[config.mk]
export PLATFORM = sky130hd
export DESIGN_NAME = prog_sequencer
export DESIGN_NICKNAME = d
export VERILOG_FILES = /design/src/rtl/proc_pkg.sv /design/src/rtl/prog_ram.sv /design/src/rtl/prog_sequencer.sv
export SDC_FILE = /design/constraint.sdc
export NUM_CORES = 1
export LEC_CHECK = 0
export BUFFER_PORTS_ARGS = -buffer_cell sky130_fd_sc_hd__buf_2
export CAP_MARGIN = 20
export CORE_MARGIN = 4
export CORE_UTILIZATION = 61
export DETAILED_ROUTE_END_ITERATION = 10
export GPL_TIMING_DRIVEN = 0
export HOLD_SLACK_MARGIN = 0.08
export MAX_ROUTING_LAYER = met4
export PLACE_DENSITY = 0.8
export SKIP_CTS_REPAIR_TIMING = 1
export SLEW_MARGIN = 10
export SYNTH_ARGS = -nofsm -noshare
export SYNTH_HDL_FRONTEND = slang
export SYNTH_SLANG_ARGS = --single-unit
[constraint.sdc]
create_clock -name Clock -period 8.54 [get_ports Clock]
set_clock_uncertainty 0.2 [all_clocks]
set_input_delay 0.854 -clock Clock [delete_from_list [all_inputs] [get_ports Clock]]
set_output_delay 0.854 -clock Clock [all_outputs]
set_load 0.005 [all_outputs]
[src/rtl/proc_pkg.sv]
// Shared types and constants for the sequencer that feeds the 4-register multicycle processor.
package proc_pkg;

  localparam int unsigned DATAWIDTH_DFLT = 6;

  typedef enum logic [1:0] {
    StIdle,
    StIssue,
    StExec,
    StError
  } state_e;

  localparam logic [1:0] OP_MV  = 2'b00;
  localparam logic [1:0] OP_MVI = 2'b01;
  localparam logic [1:0] OP_ADD = 2'b10;
  localparam logic [1:0] OP_SUB = 2'b11;

endpackage

[src/rtl/prog_ram.sv]
// Program memory: synchronous write, asynchronous read, contents not reset.
module prog_ram #(
  parameter int unsigned DATAWIDTH = 6,
  parameter int unsigned ADDR_W    = 4
) (
  input  logic                 clk_i,
  input  logic                 we_i,
  input  logic [ADDR_W-1:0]    waddr_i,
  input  logic [DATAWIDTH-1:0] wdata_i,
  input  logic [ADDR_W-1:0]    raddr_i,
  output logic [DATAWIDTH-1:0] rdata_o
);

  localparam int unsigned Depth = 2 ** ADDR_W;

  logic [DATAWIDTH-1:0] mem_q [Depth];

  always_ff @(posedge clk_i) begin
    if (we_i) begin
      mem_q[waddr_i] <= wdata_i;
    end
  end

  assign rdata_o = mem_q[raddr_i];

endmodule

[src/rtl/prog_sequencer.sv]
// Issues program words to the processor over its DIN/Run/Done handshake, halts at the programmed
// length and raises Error if the processor never completes an instruction.
module prog_sequencer
  import proc_pkg::*;
#(
  parameter int unsigned DATAWIDTH = DATAWIDTH_DFLT,
  parameter int unsigned ADDR_W    = 4,
  parameter int unsigned WDOG_MAX  = 3
) (
  input  logic                 Clock,
  input  logic                 Resetn,
  input  logic                 LoadEn,
  input  logic [ADDR_W-1:0]    LoadAddr,
  input  logic [DATAWIDTH-1:0] LoadData,
  input  logic [ADDR_W:0]      ProgLen,
  input  logic                 Start,
  input  logic                 Done,
  output logic [DATAWIDTH-1:0] DIN,
  output logic                 Run,
  output logic [ADDR_W-1:0]    PC,
  output logic                 Busy,
  output logic                 Halted,
  output logic                 Error
);

  localparam int unsigned WdogW = (WDOG_MAX > 1) ? $clog2(WDOG_MAX + 1) : 1;

  state_e              state_q, state_d;
  logic [ADDR_W-1:0]   pc_q, pc_d;
  logic [ADDR_W:0]     len_q, len_d;
  logic [1:0]          op_q, op_d;
  logic [WdogW-1:0]    wdog_q, wdog_d;
  logic                halted_q, halted_d;
  logic                error_q, error_d;

  logic [ADDR_W-1:0]    rd_addr;
  logic [DATAWIDTH-1:0] rd_data;
  logic [ADDR_W:0]      next_pc;
  logic                 running;

  assign running = (state_q == StIssue) || (state_q == StExec);

  // During an mvi EXEC the processor consumes the immediate word that follows the opcode.
  assign rd_addr = ((state_q == StExec) && (op_q == OP_MVI)) ? pc_q + ADDR_W'(1) : pc_q;

  prog_ram #(
    .DATAWIDTH (DATAWIDTH),
    .ADDR_W    (ADDR_W)
  ) u_prog_ram (
    .clk_i   (Clock),
    .we_i    (LoadEn && !running),
    .waddr_i (LoadAddr),
    .wdata_i (LoadData),
    .raddr_i (rd_addr),
    .rdata_o (rd_data)
  );

  assign next_pc = {1'b0, pc_q} + ((op_q == OP_MVI) ? (ADDR_W + 1)'(2) : (ADDR_W + 1)'(1));

  always_comb begin
    state_d  = state_q;
    pc_d     = pc_q;
    len_d    = len_q;
    op_d     = op_q;
    wdog_d   = wdog_q;
    halted_d = halted_q;
    error_d  = error_q;

    unique case (state_q)
      StIdle, StError: begin
        if (Start) begin
          halted_d = 1'b0;
          error_d  = 1'b0;
          pc_d     = '0;
          len_d    = ProgLen;
          if (ProgLen == '0) begin
            halted_d = 1'b1;
            state_d  = StIdle;
          end else begin
            state_d  = StIssue;
          end
        end
      end
      StIssue: begin
        op_d    = rd_data[DATAWIDTH-1 -: 2];
        wdog_d  = '0;
        state_d = StExec;
      end
      StExec: begin
        if (Done) begin
          if (next_pc >= len_q) begin
            halted_d = 1'b1;
            state_d  = StIdle;
          end else begin
            pc_d    = next_pc[ADDR_W-1:0];
            state_d = StIssue;
          end
        end else begin
          wdog_d = wdog_q + WdogW'(1);
          // This edge would be the WDOG_MAX-th EXEC cycle without Done.
          if (wdog_q == WdogW'(WDOG_MAX - 1)) begin
            error_d = 1'b1;
            state_d = StError;
          end
        end
      end
      default: state_d = StIdle;
    endcase
  end

  always_ff @(posedge Clock or negedge Resetn) begin
    if (!Resetn) begin
      state_q  <= StIdle;
      pc_q     <= '0;
      len_q    <= '0;
      op_q     <= OP_MV;
      wdog_q   <= '0;
      halted_q <= 1'b0;
      error_q  <= 1'b0;
    end else begin
      state_q  <= state_d;
      pc_q     <= pc_d;
      len_q    <= len_d;
      op_q     <= op_d;
      wdog_q   <= wdog_d;
      halted_q <= halted_d;
      error_q  <= error_d;
    end
  end

  assign Run    = running;
  assign Busy   = running;
  assign DIN    = running ? rd_data : '0;
  assign PC     = pc_q;
  assign Halted = halted_q;
  assign Error  = error_q;

endmodule
==> impl_metrics.json, run 1 <==
{
  "finalCriticalPeriod_ps": 4240,
  "maxSlewViolCount": 0,
  "async_flop_share": 0.150,
  "cts.clk_slew.worst_paths_ps": 60,
  "drv_cap": 0,
  "grt_use_total": 0.268,
  "initial_core_util": 0.621,
  "crit_arrival_ps": 3190,
  "period_share": 0.497,
  "yosys_most_used_dff": "edfxtp_1",
  "post_drt_wl_per_cell_um": 21.7,
  "clk_latency_ps": 510,
  "num_antenna_cells": 0,
  "fill_cells": 561,
  "place_area_um2": 5690,
  "postLayoutCoreUtil": 0.726,
  "rsz0062_at_grt": "no",
  "die_area_um2": 10400,
  "design_area_um2": 6300,
  "layout_common_cells": "edfxtp_1, nand2_1, buf_2",
  "antenna_left": 0,
  "die_y_um": 102,
  "core_area_um2": 8680,
  "hold_path.class": "input port to async pin",
  "yosysWarningCount": 0,
  "via_per_inst": 6.40,
  "ys_top_cells_by_area": "edfxtp_1, dfrtp_1, nand2_1",
  "cts_buffer_depth": 2,
  "seqCellArea_um2": 3310,
  "vias": 3729,
  "cts.sinks": 113,
  "nNetsFinal": 493,
  "antenna_found_initial": 0,
  "cts-root-buf": "clkbuf_8",
  "fmax_ghz": 0.236,
  "synth_seq_area_share": 0.613,
  "power_per_cell_area_nw_per_um2": 319,
  "dp_hpwl_um": 8350,
  "synth-edff-count": 96,
  "grt_max_degree": 18,
  "die_x_um": 102,
  "ys_seq_elements": 113,
  "fin_setup_tns_ps": 0,
  "htree_levels": 4,
  "overflow": 0,
  "outcome": "completed",
  "crit_type": "register to output pin",
  "drc": 0,
  "ir_worst_vdd_v": 0.000262,
  "postSynthCellCount": 410,
  "startpoint": "state_q[0]$_DFFE_PN0P_",
  "crit_path_start_kind": "register",
  "io_pins": 34,
  "yosysTopAreaCell": "edfxtp_1",
  "syn_area_um2": 5390,
  "cts-buffers-inserted": 17,
  "hold_slack_ps": 57.8,
  "synthToLayoutAreaGrowth_pct": 16.9,
  "cp_max_fo": 8,
  "worstMarginPinSlew_ps": 1040,
  "grt_pass1_wl_um": 19900,
  "layout-drive-gt1-share": 0.213,
  "avgSynthCellArea_um2": 13.2,
  "tritoncts": "yes",
  "drt_iter0_markers": 357,
  "rows": 34,
  "cp-end-kind": "output pin",
  "r2r-start": "op_q[0]$_DFFE_PN0P_",
  "final_common_cell": "edfxtp_1",
  "firstDrtPassIters": 5,
  "leakage_nw": 2.39,
  "setup_viol": 0,
  "port_buffers": 33,
  "place.gp.congestion": 0.850,
  "hold_violations": 0,
  "critPathRequiredTime_ps": 7490,
  "multi_input_area_um2": 1910,
  "maxSlewHeadroom": 0.302,
  "grt_pass1_vias": 3774,
  "synthesis.nets": 441,
  "yosysUniqueCellTypes": 55,
  "totalWireLength_um": 12600,
  "yosysTopAreaCellShare": 0.535
}
metal layers:
metal / routed length (um) / global-route usage / vias up / part of all wire
met5: 0 / - / - / 0
met4: 293 / 0.103 / 0 / 0.023
met3: 1020 / 0.0683 / 34 / 0.080
met2: 6390 / 0.431 / 200 / 0.51
met1: 4950 / 0.327 / 1827 / 0.39
li1: - / - / 1668 / -
flip-flops by register name, indices dropped and copies added, names as in the netlist:
name and flops:
Error 1, Halted 1, PC 4, len_q 5
op_q 2, state_q 2, u_prog_ram.mem_q 96, wdog_q 2
power breakdown:
group | switching [W] | internal [W] | total [W]
Clock | 0.000246 | 0.000471 | 0.000717
Combinational | 0.000366 | 0.000252 | 0.000618
Sequential | 0.0000315 | 0.000643 | 0.000675
cells by family (layout without fill, tap and decap cells):
family          count (synthesis)  in the layout  synth area share
simple gates                  135            135             0.116
flops                         113            113             0.613
compound gates                 68             68            0.0889
mux                            41             41            0.0991
buf+inv                        33             98            0.0329
fa+ha+maj                      12             12            0.0274
xor+xnor                        8              8            0.0227
cells in the mapped netlist (3+ instances only):
cell type and count:
a21oi_1 12, nand3_1 8, o211ai_1 4, a21o_1 3, edfxtp_1 96, mux2_2 10, nor2b_1 3, mux4_2 5
inv_1 15, o21ai_0 8, o211a_1 3, nor3_1 6, o22ai_1 7, ha_1 11, buf_6 4, clkbuf_1 3
o21ai_1 4, nand4_1 6, and3_1 4, o2111ai_1 3, mux4_1 3, a32oi_1 8, buf_2 7, mux2i_1 23
dfrtp_1 17, nand2_1 68, nand2b_1 4, buf_4 4, nor2_1 25
metrics by stage:
stage,setup WS (ps),power [W],instances
2_1_floorplan,5490,0.00110,410
3_3_place_gp,4990,0.00126,551
3_5_place_dp,4920,0.00129,551
4_1_cts,4330,0.00201,583
5_1_grt,4090,0.00210,583
6_report,4300,0.00201,583
worst max-delay path, stage by stage (launching register included):
cell and delay (ps):
dfrtp_1 410, inv_1 80, ha_1 170, buf_6 150
and3b_1 190, buf_6 140, nand4_1 110, xor2_1 550
nand2_1 300, o31ai_1 390, buf_2 180
layout make-up:
class / instances / area share
plain buffers: 18 / 0.0193
clock buffers: 18 / 0.0663
clock inverters: 14 / 0.0298
inverters: 15 / 0.00893
multi-input cells: 264 / 0.303
flip-flops and latches: 113 / 0.525
well taps: 108 / 0.0214
repair buffers: 33 / 0.0262
path summary, 6_finish.rpt:
path,to,slack [ps],cells past startpoint
min reg2reg,len_q[1]$_DFFE_PN0P_,310,1
max in group asynchronous,PC[3]$_DFFE_PN0P_,7790,1
min in group Clock,len_q[1]$_DFFE_PN0P_,310,1
min,len_q[3]$_DFFE_PN0P_,60,1
max,DIN[0],4300,10
max reg2reg,PC[0]$_DFFE_PN0P_,5090,12
Power figures use the tool's default switching activity.
==> run 2, diff against run 1 <==
- CORE_UTILIZATION: 61 -> 55
- PLACE_DENSITY: 0.8 -> 0.76
- clock period: 8.54 -> 3.7 ns (I/O delays scaled with it)
==> run 2 against run 1 <==
Net effect:
- sequential share of layout area shrank 1.6 points
- count of clock-buffer cells in the layout shrank 1
- power grew 120%
- worst setup slack lost 4200 ps
- register-to-register slack lost 4800 ps
- sequential power grew 130%
- clock power grew 110%
- die area grew 10%
==> impl_metrics.json, run 2 (synthesized netlist as in run 1, its figures left out) <==
{
  "maxSlewViolCount": 0,
  "antenna_found_initial": 0,
  "path_common_cell": "buf_6",
  "wl_met3_um": 745,
  "hold_violations": 0,
  "layout_setup_ws_ps": 129,
  "cpPeakStageDelay_ps": 420,
  "cts_buffer_depth": 2,
  "fin_cells": 623,
  "dp.cells": 572,
  "totalWireLength_um": 12300,
  "clk_latency_ps": 520,
  "die_x_um": 107,
  "crit_arrival_ps": 3000,
  "cts.clk_slew.worst_paths_ps": 60,
  "post-place-ws_ps": 302,
  "grt_use_total": 0.223,
  "synthToLayoutAreaGrowth_pct": 20.6,
  "die_area_um2": 11500,
  "io_pins": 34,
  "grt_pass1_vias": 3524,
  "outcome": "completed",
  "layout-drive-gt1-share": 0.227,
  "htree_levels": 4,
  "initial_core_util": 0.575,
  "route.met2.wl_um": 6380,
  "antenna_left": 0,
  "drt_iter0_markers": 284,
  "drc": 0,
  "startpoint": "state_q[0]$_DFFE_PN0P_",
  "nNetsFinal": 512,
  "fill_cells": 628,
  "cp_max_fo": 10,
  "hold_path.class": "input port to async pin",
  "finalCriticalPeriod_ps": 3570,
  "crit_type": "register to output pin",
  "power_per_cell_area_nw_per_um2": 694,
  "finalPower_w": 0.00452,
  "setup_viol": 0,
  "grt_pass1_wl_um": 18700,
  "maxSlewHeadroom": 0.305,
  "overflow": 0,
  "r2r-start": "state_q[0]$_DFFE_PN0P_",
  "core_area_um2": 9370,
  "firstDrtPassIters": 5,
  "crit_path_start_kind": "register",
  "cts.sinks": 113,
  "cts-buffers-inserted": 17,
  "grt_max_degree": 18,
  "port_buffers": 33,
  "largest_reg_flops": 96,
  "cp-end-kind": "output pin",
  "path_cells": "inv_1 -> ha_1 -> buf_6 -> nand4b_1 -> xnor2_2 -> buf_6 -> mux4_2 -> o2111ai_1 -> o31ai_2 -> buf_2",
  "leakage_nw": 2.46,
  "wl_met1_um": 5040,
  "fmax_ghz": 0.280,
  "period_share": 0.965,
  "place.gp.congestion": 0.870,
  "critPathTopFamily": "buffers and inverters",
  "vias": 3682,
  "die_y_um": 107,
  "post_drt_wl_per_cell_um": 19.8,
  "tritoncts": "yes",
  "postLayoutCoreUtil": 0.694,
  "drv_cap": 0,
  "cp.buffers_inverters": 4,
  "rows": 35,
  "dp_hpwl_um": 8050,
  "via_per_inst": 5.91,
  "num_antenna_cells": 0,
  "ir_worst_vdd_v": 0.000441,
  "final_common_cell": "edfxtp_1",
  "largest_register": "u_prog_ram.mem_q",
  "cts-root-buf": "clkbuf_8",
  "critPathRequiredTime_ps": 3130,
  "layout_common_cells": "edfxtp_1, nand2_1, buf_2",
  "worstMarginPinSlew_ps": 1030,
  "top_layer": "met4",
  "crit_path_top_delay_cell": "dfrtp_1"
}
-- run 2: changes by cell type in the layout (fill, tap and decap cells not counted), sizes merged --
cell,previous run,this run
buf,48,52
clkinv,4,6
clkbuf,21,20
bufinv,4,1
dlygate4sd3,0,15
clkinvlp,5,6
inv,16,17
-- run 2: area by class of cell --
class,instances,area [um^2],area share
plain buffers,18,125,0.0192
clock buffers,17,414,0.0637
clock inverters,15,138,0.0212
inverters,15,56.3,0.00866
multi-input cells,264,1950,0.299
flip-flops and latches,113,3310,0.509
well taps,129,161,0.0248
repair buffers,52,355,0.0546
-- run 2: path summary, 6_finish.rpt --
path,slack (ps),cells after the start,endpoint
max,130,10,DIN[2]
min,110,2,len_q[2]$_DFFE_PN0P_
max reg2reg,280,6,u_prog_ram.mem_q[12][5]$_DFFE_PP_
min reg2reg,310,1,len_q[4]$_DFFE_PN0P_
max in group asynchronous,2910,2,PC[0]$_DFFE_PN0P_
min in group Clock,110,4,state_q[0]$_DFFE_PN0P_
-- run 2: power breakdown --
group	leakage (nW)	internal (W)	switching, W
logic	1.13	0.000624	0.000833
clock network	0.253	0.000892	0.000604
registers	1.08	0.00148	0.0000795
-- run 2: per-stage QoR --
step | setup TNS [ps] | cell area, um^2 | hold slack, ps
floorplan | 0 | 5390 | -126
global placement | 0 | 5720 | 109
detailed placement | 0 | 5720 | 115
CTS | -256 | 6270 | -433
global route | -4.28 | 6500 | 145
finish | 0 | 6500 | 106
-- run 2: metal layers --
layer | global-route usage | vias to the layer above
met2 | 0.363 | 138
met1 | 0.288 | 1822
met5 | - | -
li1 | - | 1700
met3 | 0.0500 | 22
met4 | 0.0539 | 0
==> run 3, diff against run 2 <==
- CAP_MARGIN: 20 -> 10
- CORE_UTILIZATION: 55 -> 60
- PLACE_DENSITY: 0.76 -> 0.79
- clock period: 3.7 -> 3.8 ns (I/O delays scaled with it)
==> run 3 against run 2 <==
Net effect:
- routed wire length up 4.2%
- sequential power down 3%
- flip-flop and latch count unchanged
- critical path type unchanged
- power down 2.5%
- final area down 1.8%
- non-clock buffer count down 6
- combinational power down 3%
- first-iteration DRC count up 35%
- count of clock-buffer cells in the layout up 1
==> impl_metrics.json, run 3 (synthesized netlist as in run 1, its figures left out) <==
{
  "place.gp.congestion": 0.884,
  "cts.clk_slew.worst_paths_ps": 60,
  "via_per_inst": 6.34,
  "seqCellArea_um2": 3310,
  "grt_pass1_wl_um": 19000,
  "die_y_um": 103,
  "overflow": 0,
  "antenna_left": 0,
  "cts-root-buf": "clkbuf_8",
  "layout_common_cells": "edfxtp_1, nand2_1, buf_2",
  "die_x_um": 103,
  "grt_max_degree": 18,
  "final_common_cell": "edfxtp_1",
  "port_buffers": 33,
  "cts-buffers-inserted": 17,
  "cp_max_fo": 10,
  "drc": 0,
  "crit_path_start_kind": "register",
  "io_pins": 34,
  "drt_iter0_markers": 383,
  "totalWireLength_um": 12800,
  "grt_pass1_vias": 3651,
  "worstMarginPinSlew_ps": 1120,
  "hold_path.class": "input port to async pin",
  "cts_buffer_depth": 2,
  "setup_viol": 0,
  "firstDrtPassIters": 5,
  "die_area_um2": 10600,
  "maxSlewViolCount": 0,
  "largest_register": "u_prog_ram.mem_q",
  "layout_setup_ws_ps": 75.7,
  "htree_levels": 4,
  "hold_slack_ps": 127,
  "hold_violations": 0,
  "largest_reg_flops": 96,
  "fmax_ghz": 0.269,
  "layout-drive-gt1-share": 0.209,
  "dp_hpwl_um": 8280,
  "synthToLayoutAreaGrowth_pct": 18.4,
  "rsz0062_at_grt": "yes",
  "outcome": "completed",
  "drv_cap": 0,
  "post-place-ws_ps": 387,
  "fill_cells": 561,
  "critPathRequiredTime_ps": 3220,
  "crit_type": "register to output pin",
  "multi_input_area_um2": 1910,
  "fin_cells": 596,
  "core_area_um2": 8720,
  "grt_use_total": 0.254,
  "period_share": 0.980,
  "crit_arrival_ps": 3140,
  "vias": 3776,
  "design_area_um2": 6390,
  "num_antenna_cells": 0,
  "cp-end-kind": "output pin",
  "power_per_cell_area_nw_per_um2": 690,
  "post_drt_wl_per_cell_um": 21.5,
  "maxSlewHeadroom": 0.249,
  "initial_core_util": 0.618,
  "antenna_found_initial": 0,
  "tritoncts": "yes",
  "place_area_um2": 5690,
  "rows": 34,
  "ir_worst_vdd_v": 0.000447,
  "clk_latency_ps": 520,
  "finalCriticalPeriod_ps": 3720,
  "leakage_nw": 2.43,
  "cts.sinks": 113,
  "nNetsFinal": 506,
  "dp.cells": 551
}
-- run 3: cell types whose count changed in the layout (fill, tap and decap cells not counted), sizes merged --
cell,before,now
bufinv,1,2
buf,52,48
clkinvlp,6,4
clkbuf,20,21
dlygate4sd3,15,13
-- run 3: worst max-delay path, cell delays in order, from the launching register on --
cell	delay, ps
dfrtp_1	470
buf_2	320
buf_2	290
nand4_1	130
xor2_1	520
nand2_1	310
o31ai_1	410
buf_2	180
-- run 3: worst paths after layout --
| kind | startpoint | cells past startpoint | slack (ps) | end |
|---|---|---|---|---|
| worst max-delay path | PC[1]$_DFFE_PN0P_ | 7 | 80 | DIN[0] |
| worst min-delay path | Resetn | 2 | 130 | len_q[4]$_DFFE_PN0P_ |
| worst max register to register | op_q[0]$_DFFE_PN0P_ | 12 | 350 | PC[1]$_DFFE_PN0P_ |
| worst min register to register | len_q[1]$_DFFE_PN0P_ | 1 | 310 | len_q[1]$_DFFE_PN0P_ |
| max in group asynchronous | Resetn | 2 | 2980 | PC[3]$_DFFE_PN0P_ |
| min in group Clock | Start | 4 | 150 | state_q[0]$_DFFE_PN0P_ |
-- run 3: per-layer routing --
metal,track usage,vias to the layer above,share of wire
li1,-,1691,-
met1,0.318,1846,0.41
met2,0.403,205,0.49
met3,0.0609,34,0.073
met4,0.101,0,0.024
met5,-,-,0
-- run 3: layout make-up --
cell class,instances,area share
flip-flops and latches,113,0.518
multi-input cells,264,0.300
clock buffers,18,0.0654
repair buffers,46,0.0462
clock inverters,14,0.0217
well taps,108,0.0212
plain buffers,18,0.0190
inverters,15,0.00882
-- run 3: per-stage QoR --
stage	power, W	util	setup TNS [ps]
4_1_cts	0.00438	0.717	0
5_1_grt	0.00461	0.732	-60.6
3_5_place_dp	0.00289	0.653	0
2_1_floorplan	0.00248	-	0
6_report	0.00441	0.732	0
3_3_place_gp	0.00284	0.653	0
-- run 3: where the power goes --
part           leakage [nW]  switching [W]  internal [W]
logic                  1.09       0.000831      0.000576
clock network         0.262       0.000555      0.000926
registers              1.08      0.0000714       0.00145
